**src/rtl/vga_text_writer.sv**
```systemverilog
// rtl/vga_text_writer.sv - terminal-style character writer for the VGA text symbol memory
//
// Accepts 8-bit character codes on a valid/ready handshake and drives the write
// port of an 80x35 symbol RAM (address = row*COLS + column) like a terminal cursor:
// printable codes are written, LF/CR/BS are interpreted, lines wrap, and the row
// entered by a newline is cleared. A clr pulse in IDLE blanks the whole screen.
//
// Ports:
//   clk, resetn                 clock, asynchronous active-low reset
//   char_valid/char_data        character source
//   char_ready                  combinational accept (IDLE and no clr)
//   clr                         full-screen clear pulse, honoured only in IDLE
//   mem_we/mem_addr/mem_wdata   registered symbol memory write port
//   cur_x, cur_y                cursor column and row
//   busy                        high whenever the FSM is not IDLE
module vga_text_writer #(
    parameter int COLS = 80,
    parameter int ROWS = 35,
    parameter int AW = 12,
    parameter logic [7:0] SPACE = 8'h20
) (
    input  logic          clk,
    input  logic          resetn,
    input  logic          char_valid,
    input  logic [7:0]    char_data,
    output logic          char_ready,
    input  logic          clr,
    output logic          mem_we,
    output logic [AW-1:0] mem_addr,
    output logic [7:0]    mem_wdata,
    output logic [6:0]    cur_x,
    output logic [5:0]    cur_y,
    output logic          busy
);

    localparam logic [6:0]    X_LAST     = 7'(COLS - 1);
    localparam logic [5:0]    Y_LAST     = 6'(ROWS - 1);
    localparam logic [AW-1:0] ROW_STEP   = AW'(COLS);
    localparam logic [AW-1:0] LCLR_LAST  = AW'(COLS - 1);
    localparam logic [AW-1:0] FCLR_LAST  = AW'(COLS * ROWS - 1);
    localparam logic [AW-1:0] ONE        = AW'(1);

    typedef enum logic [1:0] {IDLE, WR, LCLR, FCLR} state_t;

    state_t        state_q, state_d;
    logic [6:0]    cur_x_q, cur_x_d;
    logic [5:0]    cur_y_q, cur_y_d;
    logic [AW-1:0] row_base_q, row_base_d;
    logic [AW-1:0] cnt_q, cnt_d;
    logic          nl_q, nl_d;
    logic          mem_we_q, mem_we_d;
    logic [AW-1:0] mem_addr_q, mem_addr_d;
    logic [7:0]    mem_wdata_q, mem_wdata_d;
    logic          newline;

    assign char_ready = (state_q == IDLE) && !clr;
    assign busy       = (state_q != IDLE);
    assign cur_x      = cur_x_q;
    assign cur_y      = cur_y_q;
    assign mem_we     = mem_we_q;
    assign mem_addr   = mem_addr_q;
    assign mem_wdata  = mem_wdata_q;

    // The character is decoded on the accepting edge so that its write and the
    // cursor move are both visible in the following (WR) cycle; nl_q carries the
    // newline decision into WR so the row clear can start right after it.
    always_comb begin
        state_d     = state_q;
        cur_x_d     = cur_x_q;
        cur_y_d     = cur_y_q;
        row_base_d  = row_base_q;
        cnt_d       = cnt_q;
        nl_d        = nl_q;
        mem_we_d    = 1'b0;
        mem_addr_d  = mem_addr_q;
        mem_wdata_d = mem_wdata_q;
        newline     = 1'b0;

        case (state_q)
            IDLE: begin
                if (clr) begin
                    state_d     = FCLR;
                    cnt_d       = '0;
                    mem_we_d    = 1'b1;
                    mem_addr_d  = '0;
                    mem_wdata_d = SPACE;
                end else if (char_valid) begin
                    state_d = WR;
                    nl_d    = 1'b0;
                    if (char_data >= 8'h20 && char_data <= 8'h7E) begin
                        mem_we_d    = 1'b1;
                        mem_addr_d  = row_base_q + AW'(cur_x_q);
                        mem_wdata_d = char_data;
                        if (cur_x_q < X_LAST) cur_x_d = cur_x_q + 7'd1;
                        else                  newline = 1'b1;
                    end else begin
                        case (char_data)
                            8'h0A: newline = 1'b1;
                            8'h0D: cur_x_d = '0;
                            8'h08: begin
                                if (cur_x_q != '0) begin
                                    cur_x_d     = cur_x_q - 7'd1;
                                    mem_we_d    = 1'b1;
                                    mem_addr_d  = row_base_q + AW'(cur_x_q - 7'd1);
                                    mem_wdata_d = SPACE;
                                end
                            end
                            default: ;
                        endcase
                    end
                    if (newline) begin
                        cur_x_d = '0;
                        nl_d    = 1'b1;
                        if (cur_y_q == Y_LAST) begin
                            cur_y_d    = '0;
                            row_base_d = '0;
                        end else begin
                            cur_y_d    = cur_y_q + 6'd1;
                            row_base_d = row_base_q + ROW_STEP;
                        end
                    end
                end
            end
            WR: begin
                if (nl_q) begin
                    state_d     = LCLR;
                    cnt_d       = '0;
                    mem_we_d    = 1'b1;
                    mem_addr_d  = row_base_q;
                    mem_wdata_d = SPACE;
                end else begin
                    state_d = IDLE;
                end
            end
            // cnt_q is the column offset of the write currently on the port.
            LCLR: begin
                if (cnt_q == LCLR_LAST) begin
                    state_d = IDLE;
                end else begin
                    cnt_d      = cnt_q + ONE;
                    mem_we_d   = 1'b1;
                    mem_addr_d = row_base_q + cnt_q + ONE;
                end
            end
            FCLR: begin
                if (cnt_q == FCLR_LAST) begin
                    state_d    = IDLE;
                    cur_x_d    = '0;
                    cur_y_d    = '0;
                    row_base_d = '0;
                end else begin
                    cnt_d      = cnt_q + ONE;
                    mem_we_d   = 1'b1;
                    mem_addr_d = cnt_q + ONE;
                end
            end
            default: state_d = IDLE;
        endcase
    end

    always_ff @(posedge clk or negedge resetn) begin
        if (!resetn) begin
            state_q     <= IDLE;
            cur_x_q     <= '0;
            cur_y_q     <= '0;
            row_base_q  <= '0;
            cnt_q       <= '0;
            nl_q        <= 1'b0;
            mem_we_q    <= 1'b0;
            mem_addr_q  <= '0;
            mem_wdata_q <= '0;
        end else begin
            state_q     <= state_d;
            cur_x_q     <= cur_x_d;
            cur_y_q     <= cur_y_d;
            row_base_q  <= row_base_d;
            cnt_q       <= cnt_d;
            nl_q        <= nl_d;
            mem_we_q    <= mem_we_d;
            mem_addr_q  <= mem_addr_d;
            mem_wdata_q <= mem_wdata_d;
        end
    end

endmodule

```
**config.mk**
```make
export PLATFORM = sky130hd
export DESIGN_NAME = vga_text_writer
export DESIGN_NICKNAME = d
export VERILOG_FILES = /design/src/rtl/vga_text_writer.sv
export SDC_FILE = /design/constraint.sdc
export NUM_CORES = 1
export LEC_CHECK = 0
export CORE_AREA = 2 2 77 108
export DETAILED_ROUTE_END_ITERATION = 10
export DIE_AREA = 0 0 79 110
export HOLD_SLACK_MARGIN = 0.12
export PLACE_DENSITY = 0.85
export SLEW_MARGIN = 5
export SYNTH_ARGS = -nofsm -noshare
export SYNTH_HDL_FRONTEND = slang
export SYNTH_SLANG_ARGS = --single-unit
```
**constraint.sdc**
```tcl
create_clock -name clk -period 4.02 [get_ports clk]
set_clock_uncertainty 0.1 [all_clocks]
set_input_delay 0.804 -clock clk [delete_from_list [all_inputs] [get_ports clk]]
set_output_delay 0.804 -clock clk [all_outputs]
set_load 0.03 [all_outputs]
```
==> impl_results.md <==
* Mean post-synth cell area at 8.31 um^2
* Nature of the critical path startpoint: input pin
* Setup TNS Final at 0 ps
* Worst r2r src: cur_x[0]
* R2R Setup Slk at around 720 ps
* Worst reg2reg path endpoint: mem_addr[11]
* Fmax at 0.277 GHz
* Endpoints failing hold at 0
* DP Area at about 0.005 mm^2
* Synth Instances at ~530
* Post-layout min period at 3600 ps
* Overflow after GRT at 0
* CTS Buf Count at 9
* Post-synthesis net count at approximately 570
* Cts repair resizes at 0
* Worst Path Arrival at ~3800 ps
* Register-to-Register Path Depth at 13
* Hold EP: mem_wdata[2]
* GRT Util Overall at between 20% and 30%
* FF+latch count, synth at 57
* Hold Buf Count CTS at 0
* Max cap viols at 0
* 1st-iter DRT viols at 340
* Leak pwr at approximately 2.2 nW
* CTS tree: done
* Max FO, Critical Path at 5
* I/O Pins at 48
* Setup CP Type: in2reg
* Initial antenna violation count at 0
* Synth top area share at 32.6%
* Finish-stage setup viols at 0
* Chip height at around 110 um
* Die area at 0.00869 mm^2
* Row count at 38
* RePlAce Congestion at 0.957
* Synth Flop Type: dfrtp_1
* Worst slew margin at 34.1%
* Final instance area at 0.00515 mm^2
* Cell accounting for the most synthesized area: dfrtp_1
* Top post-synthesis cells by area: dfrtp_1, ha_1, o21ai_0
* Worst-Margin Slew at 989 ps
* Number of global-route vias before repair at about 4100
* Final ANT Viol Nets at 0
* Worst-path clk slew at 80 ps
* Post-synth ARST share at between 90% and 100%
* CP Capture Type: register
* Root buffer cell: clkbuf_8
* Reg area at approximately 0.0014 mm^2
* Post-route DRC at 0
* Hold path start: mem_wdata[2]
* DP HPWL at 8880 um
* Warnings from Yosys at 0
* Post-synthesis sequential area ratio at 32.6%
* Port Buffers at 47
* WHS Path Cells at 2
* WL per Instance at roughly 18 um
* CTS sink cnt at 57
* Initial Utilization at approximately 57%
* Total number of vias at roughly 4400
* Die W at between 70 and 80 um
* Fin util at roughly two thirds
* Final Slew Violations at 0
* Status: complete, no violations
* Most frequent cells in the layout: nand2_1, dfrtp_1, o21ai_0, clkdlybuf4s50_1, nor2_1
* CTS Buffer Depth at 2
* Mapped cell area at ~0.0044 mm^2
* Synth-to-Final Area Change at 17.9%
* Layout cell share with drive strength beyond 1 at under 10%
* Required @ worst endpoint at approximately 4200 ps
* Fillers at around 620
* Number of setup buffers added after CTS at 0
* Ant diodes at 0
* CTS H-tree depth at 3
* Final period util at between 80% and 90%
* Worst-case vdd ir drop at between 300 and 400 uV
* Largest net degree at the start of global routing at between 40 and 50
* Unique masters post-synth at 62
* Post-synth EDFFs at 0
* RSZ-0062 raised after global routing: false
* Min-Delay Path Class: reg2reg
* Skew-Pair Late Insertion Delay at roughly 360 ps
* Vias/cell at around 6.4
* First-pass GRT wire length at about 20000 um
* Final WL at 12000 um
* Pwr dens at between 600 and 700 mW/mm^2
* Core area at about 0.0077 mm^2
* Area taken by multi-input logic gates at about 0.0028 mm^2
* 1st-pass router iterations at 5
* Nets@finish at approximately 620
-- power by group --
group / switching [W] / internal, W / total [W]
combinational: 0.00122 / 0.000798 / 0.00202
sequential: 0.000167 / 0.000721 / 0.000888
clock: 0.000271 / 0.000227 / 0.000497
total: 0.00166 / 0.00175 / 0.00341
-- stage by stage --
stage | std cells | total power [W] | hold slack (ps) | setup WS, ps
final | 681 | 0.00341 | 387 | 416
after global routing | 681 | 0.00364 | 424 | 164
after CTS | 681 | 0.00339 | 391 | 414
after detailed placement | 665 | 0.00288 | 374 | 44.7
after global placement | 665 | 0.00283 | 363 | 124
after floorplan | 526 | 0.00223 | 408 | 521
-- layer usage --
| layer | vias to the layer above | part of all wire [%] | global-route usage (%) |
|---|---|---|---|
| met3 | 47 | 5.8 | 4.97 |
| met5 | - | 0 | 0 |
| met4 | 0 | 4.8 | 15.6 |
| met2 | 210 | 50 | 50.8 |
| met1 | 2062 | 39 | 33.9 |
| li1 | 2031 | - | - |
-- state kept, by name (all words and copies together) (netlist names) --
name        cells
mem_we          1
cnt_q          12
mem_addr       12
mem_wdata       8
cur_x           7
cur_y           6
nl_q            1
row_base_q      8
state_q         2
-- worst max path at each step --
stage	start	end	slack (ps)	cells past startpoint
3_3_place_gp	char_data[4]	mem_addr[10]	120	12
4_1_cts	char_data[4]	mem_addr[11]	410	12
5_1_grt	char_data[4]	mem_addr[10]	160	12
2_1_floorplan	char_data[0]	mem_addr[10]	520	12
6_report	char_data[4]	mem_addr[11]	420	12
3_5_place_dp	char_data[4]	mem_addr[10]	40	12
-- synthesized netlist by cell type (14+ instances only) --
cell     number
nor2_1       45
ha_1         28
dfrtp_1      57
o21ai_0      52
a21oi_1      24
nand2_1      57
xnor2_1      20
inv_1        20
nand3_1      22
o31ai_1      14
-- final cells by class --
cell class / instances / area share [%]
Inverter: 20 / 1.46
Multi-Input combinational cell: 428 / 54.0
Timing Repair Buffer: 60 / 10.9
Clock buffer: 9 / 2.40
Sequential cell: 57 / 27.7
Clock inverter: 7 / 1.09
Tap cell: 100 / 2.43
-- kinds of logic after synthesis --
kind of cell | share of synthesized area [%]
simple gates | 23.7
mux | 2.12
other cells | 0.0858
compound gates | 24.3
buf+inv | 3.72
fa+ha+maj | 8.02
xor+xnor | 5.41
flops | 32.6
-- critical path, cell delays in order --
cell             delay (ps)
clkdlybuf4s50_1         550
nand3_2                 150
o21a_1                  230
nor3_1                  300
xnor2_1                 160
ha_1                    260
a21oi_1                 210
o21ai_0                 200
o311ai_0                480
and3_1                  220
mux2i_1                  60
a31oi_1                 160
Note: power is estimated with default switching activity, not from simulation.
